===== src/rtl/mmio_uart_tx.sv =====
// mmio_uart_tx -- memory-mapped UART transmitter with a small transmit FIFO.
//
// A store to TX_ADDR enqueues din[7:0]; a store to STATUS_ADDR clears the
// sticky overrun flag. Frames are 8N1 (start, 8 data bits LSB first, stop),
// each bit held for CLKS_PER_BIT clocks. Queued bytes go out back-to-back.
//
// Ports
//   clock      : single rising-edge clock
//   clear      : synchronous active-high reset
//   wren       : store strobe from the MEM stage
//   addr[7:0]  : word address of the store / status read
//   din[31:0]  : store data (only [7:0] is used for transmit)
//   dout[31:0] : {29'b0, overrun, fifo_full, busy} when addr == STATUS_ADDR, else 0
//   tx         : registered serial output, idles high
//   busy       : frame in progress or FIFO non-empty
//   fifo_full  : FIFO holds FIFO_DEPTH entries
module mmio_uart_tx #(
   parameter int unsigned CLKS_PER_BIT = 4,
   parameter int unsigned FIFO_DEPTH   = 4,
   parameter logic [7:0]  TX_ADDR      = 8'hFF,
   parameter logic [7:0]  STATUS_ADDR  = 8'hFE
) (
   input  logic        clock,
   input  logic        clear,
   input  logic        wren,
   input  logic [7:0]  addr,
   input  logic [31:0] din,
   output logic [31:0] dout,
   output logic        tx,
   output logic        busy,
   output logic        fifo_full
);

   localparam int PTR_W  = $clog2(FIFO_DEPTH);
   localparam int CNT_W  = PTR_W + 1;
   localparam int BAUD_W = (CLKS_PER_BIT > 1) ? $clog2(CLKS_PER_BIT) : 1;

   localparam logic [BAUD_W-1:0] BAUD_LAST = BAUD_W'(CLKS_PER_BIT - 1);
   localparam logic [CNT_W-1:0]  DEPTH_CNT = CNT_W'(FIFO_DEPTH);

   typedef enum logic [1:0] {
      IDLE  = 2'd0,
      START = 2'd1,
      DATA  = 2'd2,
      STOP  = 2'd3
   } state_t;

   state_t            state;
   logic [BAUD_W-1:0] baud_cnt;
   logic [2:0]        bit_idx;
   logic [7:0]        shreg;

   logic [7:0]        fifo_mem [FIFO_DEPTH];
   logic [PTR_W-1:0]  wr_ptr;
   logic [PTR_W-1:0]  rd_ptr;
   logic [CNT_W-1:0]  count;
   logic              overrun;

   logic              tx_sel;
   logic              st_sel;
   logic              fifo_empty;
   logic              push;
   logic              drop;
   logic              pop;
   logic              baud_done;

   // Upper store bits carry no meaning for the transmitter.
   logic [23:0]       din_unused;
   assign din_unused = din[31:8];

   // Decode, FIFO handshakes and status read
   always_comb begin
      tx_sel     = wren && (addr == TX_ADDR);
      st_sel     = wren && (addr == STATUS_ADDR);
      fifo_empty = (count == '0);
      fifo_full  = (count == DEPTH_CNT);
      // fullness is judged on pre-edge state: a same-edge pop does not rescue it
      push       = tx_sel && !fifo_full;
      drop       = tx_sel && fifo_full;
      baud_done  = (baud_cnt == BAUD_LAST);
      // head is taken when idle, or at the last stop-bit cycle for gapless frames
      pop        = !fifo_empty && ((state == IDLE) || ((state == STOP) && baud_done));
      busy       = (state != IDLE) || !fifo_empty;
      dout       = 32'b0;
      if (addr == STATUS_ADDR) begin
         dout = {29'b0, overrun, fifo_full, busy};
      end
   end

   // FIFO pointers and occupancy
   always_ff @(posedge clock) begin
      if (clear) begin
         wr_ptr <= '0;
         rd_ptr <= '0;
         count  <= '0;
      end else begin
         if (push) wr_ptr <= wr_ptr + 1'b1;
         if (pop)  rd_ptr <= rd_ptr + 1'b1;
         case ({push, pop})
            2'b10:   count <= count + 1'b1;
            2'b01:   count <= count - 1'b1;
            default: count <= count;
         endcase
      end
   end

   // FIFO storage (data only, never reset)
   always_ff @(posedge clock) begin
      if (push) begin
         fifo_mem[wr_ptr] <= din[7:0];
      end
   end

   // Sticky overrun: a status write wins over a drop at the same edge
   always_ff @(posedge clock) begin
      if (clear) begin
         overrun <= 1'b0;
      end else if (st_sel) begin
         overrun <= 1'b0;
      end else if (drop) begin
         overrun <= 1'b1;
      end
   end

   // Transmit FSM; tx is driven directly from this register
   always_ff @(posedge clock) begin
      if (clear) begin
         state    <= IDLE;
         baud_cnt <= '0;
         bit_idx  <= 3'd0;
         tx       <= 1'b1;
      end else begin
         case (state)
            IDLE: begin
               baud_cnt <= '0;
               tx       <= 1'b1;
               if (pop) begin
                  shreg <= fifo_mem[rd_ptr];
                  state <= START;
                  tx    <= 1'b0;
               end
            end

            START: begin
               if (baud_done) begin
                  baud_cnt <= '0;
                  bit_idx  <= 3'd0;
                  tx       <= shreg[0];
                  state    <= DATA;
               end else begin
                  baud_cnt <= baud_cnt + 1'b1;
               end
            end

            DATA: begin
               if (baud_done) begin
                  baud_cnt <= '0;
                  if (bit_idx == 3'd7) begin
                     tx    <= 1'b1;
                     state <= STOP;
                  end else begin
                     bit_idx <= bit_idx + 3'd1;
                     tx      <= shreg[bit_idx + 3'd1];
                  end
               end else begin
                  baud_cnt <= baud_cnt + 1'b1;
               end
            end

            STOP: begin
               if (baud_done) begin
                  baud_cnt <= '0;
                  if (pop) begin
                     // next byte starts immediately, no idle bit between frames
                     shreg <= fifo_mem[rd_ptr];
                     tx    <= 1'b0;
                     state <= START;
                  end else begin
                     tx    <= 1'b1;
                     state <= IDLE;
                  end
               end else begin
                  baud_cnt <= baud_cnt + 1'b1;
               end
            end

            default: begin
               state    <= IDLE;
               baud_cnt <= '0;
               tx       <= 1'b1;
            end
         endcase
      end
   end

endmodule


===== config.mk =====
export PLATFORM = sky130hd
export DESIGN_NAME = mmio_uart_tx
export DESIGN_NICKNAME = d
export VERILOG_FILES = /design/src/rtl/mmio_uart_tx.sv
export SDC_FILE = /design/constraint.sdc
export NUM_CORES = 1
export LEC_CHECK = 0
export CELL_PAD_IN_SITES_DETAIL_PLACEMENT = 0
export CELL_PAD_IN_SITES_GLOBAL_PLACEMENT = 1
export CORE_MARGIN = 1
export CORE_UTILIZATION = 30
export CTS_CLUSTER_DIAMETER = 120
export DETAILED_ROUTE_END_ITERATION = 10
export GPL_ROUTABILITY_DRIVEN = 0
export MAX_ROUTING_LAYER = met4
export PLACE_DENSITY_LB_ADDON = 0.1
export SYNTH_ARGS = -nofsm -noshare
export SYNTH_HDL_FRONTEND = slang
export SYNTH_SLANG_ARGS = --single-unit

===== constraint.sdc =====
create_clock -name clock -period 6.45 [get_ports clock]
set_clock_uncertainty 0.15 [all_clocks]
set_input_delay 0.9675 -clock clock [delete_from_list [all_inputs] [get_ports clock]]
set_output_delay 0.9675 -clock clock [all_outputs]
set_load 0.05 [all_outputs]

==> summary.txt <==
Status
  • Status: finished with violations
  • Failing checks: design-rule violations

Final layout
  • Area growth from synthesis to layout: 15.95%
  • Layout cells sized above 1: roughly an eighth
  • FILL cells: 847
  • Nets: 295
  • Post-Layout Inst Area: 3193 um2
  • Most common cell after layout, fill and taps aside: edfxtp_1
  • Final Util: between 30% and 40%
  • Most frequent cells in the layout: edfxtp_1, conb_1, clkdlybuf4s50_1
  • Antenna diode count: 0

Synth
  • Mapped Area: 2754 um2
  • Synth area leader: edfxtp_1
  • Asr flop ratio synth: 0%
  • Seq/Total Area, Yosys: 56.70%
  • Post-Syn Instances: 209
  • Synth cell types: 41
  • Number of synthesized flops with an enable pin: 40
  • Yosys warns: 0
  • FF+latch count, synth: 58
  • Top-area cell type share of the netlist area: about 44%
  • Synth area leaders: edfxtp_1, dfxtp_1, buf_4, mux4_2, ha_1
  • Main synth FF type: edfxtp_1
  • Syn_area_per_cell: approximately 13 um2

Detailed routing
  • Final antenna-violating net count: 0
  • Drt wl/cell: ~13 um
  • Routed Wire Length: roughly 4.7 mm
  • Number of remaining DRC errors: 12
  • Via count: 1573
  • Initial DRC count: 78
  • Via density: 4.481
  • DRT Pass-1 Iters: 9

CTS
  • Number of setup buffers added after CTS: 0
  • Cts repair resizes: 0
  • Reg clk slew, reported paths: ~0.070 ns
  • Clock latency on the worst-skew pair: 0.33 ns
  • CTS root buf: clkbuf_8
  • CTS hold repair buffers: 0
  • Clock sink count: 58
  • H-tree depth: 3
  • CTS tree: done
  • Cts bufs inserted: 9
  • Bufs on Longest Clock Path: 2

Power
  • Switching share of power: 29.72%
  • Clock power frac: 34.8%
  • P_sw: 277.5 uW
  • Int Pwr: 656.0 uW
  • Pwr Density: 292.4 nW/um2
  • Worst vdd ir: 0.0001426 V
  • P_leak: 0.001136 uW
  • Sequential fraction of design power: 46.1%
  • Comb power frac: between 10% and 20%

Critical path
  • WP data arrival: 2.73 ns
  • CP Capture Type: output port
  • Critical Path Start Type: input pin
  • Worst setup path class: input pin to output port
  • Worst path required time: 5.33 ns
  • Worst-path fanout max: 2
  • Flop-to-flop setup slack: 3.84 ns

STA
  • FMAX: 259.6 MHz
  • Final TNS setup: 0 ns
  • Worst-Margin Slew: 1.005 ns
  • Final Hold Vio Count: 0
  • Slew HR: between 30% and 40%
  • Final Setup Violations: 0
  • Period utilisation layout: 59.72%
  • Post-layout minimum cycle time: ~3.9 ns
  • Slew Viols, Final: 0
  • RSZ-0062 raised after global routing: false

Floorplan
  • Initial core utilization: 31.27%
  • Io pins: between 70 and 80
  • Total die area: 9567 um2
  • Die width: between 90 and 100 um
  • Die Ht: 97.81 um
  • Core box area: just under 9000 um2
  • Row count: 34

Global route
  • Global route overflow: 0
  • Largest net degree at the start of global routing: 19
  • Overall Global Routing Usage: a little under an eighth
  • Initial antenna violation count: 0
  • First-pass GRT wire length: 7.948 mm
  • Number of global-route vias before repair: 1546

Hold path
  • HP Class: flip-flop to flip-flop

Place
  • DP Area: 2999 um2
  • Dpl hpwl: 3.310 mm
  • PortBufs: 24

Job
  • Max cap viols: 0
-- cell usage after synthesis (2+ instances only) --
library cell   n
o21ai_0        5
and2_1         4
clkbuf_1       2
mux4_1         2
inv_1         11
buf_4         29
nor2b_1        2
buf_1          2
dfxtp_1       18
xnor2_1        2
nor2_1        14
nand3_1        6
buf_2          2
and3_1         6
edfxtp_1      40
nor3_1         5
a22oi_1        4
xor2_1         2
mux4_2         8
or3_1          2
ha_1          13
nor4_1         2
a21oi_1        9
mux2_2         2
-- worst max-delay path, cell delays in order --
cell and delay, ns:
clkdlybuf4s50_1 0.47, nand4_1 0.13, nor3_1 0.22, and2_1 0.15, clkdlybuf4s50_1 0.79
-- layout make-up --
class                   instances  area, um2  area share, %
flip-flops and latches         58       1562          48.90
inverters                      11      41.29          1.293
clock buffers                   9      123.9          3.879
clock inverters                 7      70.07          2.194
multi-input cells             133       1013          31.74
repair buffers                 25      247.7          7.759
well taps                     108      135.1          4.232
-- power groups by stage --
stage	Sequential (uW)	Combinational [uW]	Clock, uW
after detailed placement	440	179	0
final	431	178	325
after global routing	435	193	356
after floorplan	438	147	0
after global placement	440	179	0
after CTS	432	179	338
-- through the flow --
step           hold slack, ns  setup slack [ns]  instances  power, uW
2_1_floorplan          0.2580             2.749        237      585.8
3_3_place_gp           0.2737             2.568        335      620.0
3_5_place_dp           0.2820             2.568        335      619.4
4_1_cts                0.2929             2.568        351      949.8
5_1_grt                0.3292             2.489        351      983.9
6_report               0.2878             2.598        351      933.5
-- final timing paths --
| path | start | end | cells past startpoint |
|---|---|---|---|
| setup reg to reg | state[0] | shreg[1] | 4 |
| setup / recovery | addr[7] | dout[0] | 5 |
| hold / removal | baud_cnt[0] | baud_cnt[0] | 1 |
| hold reg to reg | baud_cnt[0] | baud_cnt[0] | 1 |
-- routing by layer --
layer | part of all wire, % | global-route usage, % | up-vias
met5 | 0 | - | -
met4 | 1.2 | 3.846 | 0
met3 | 4.2 | 4.510 | 5
met2 | 47 | 17.24 | 50
met1 | 47 | 14.17 | 752
li1 | - | - | 766
-- state kept, by name, indices dropped and copies added (netlist names), named ones only --
name,flops
shreg,8
rd_ptr,2
count,3
baud_cnt,2
tx,1
overrun,1
state,2
wr_ptr,2
fifo_mem,32
bit_idx,3
-- cell families (layout without fill, tap and decap cells) --
| logic type | Yosys count | count (layout) | synth area share (%) |
|---|---|---|---|
| AND/OR/NAND/NOR | 48 | 48 | 9.359 |
| buffers and inverters | 46 | 52 | 10.31 |
| flip-flops | 58 | 58 | 56.70 |
| AO/OA/AOI/OAI | 25 | 25 | 5.952 |
| adder cells (fa/ha/maj) | 14 | 14 | 6.634 |
| other | 1 | 29 | 0.1362 |
| XOR/XNOR | 4 | 4 | 1.272 |
| multiplexers | 13 | 13 | 9.632 |
(Power assumes the default switching activity.)
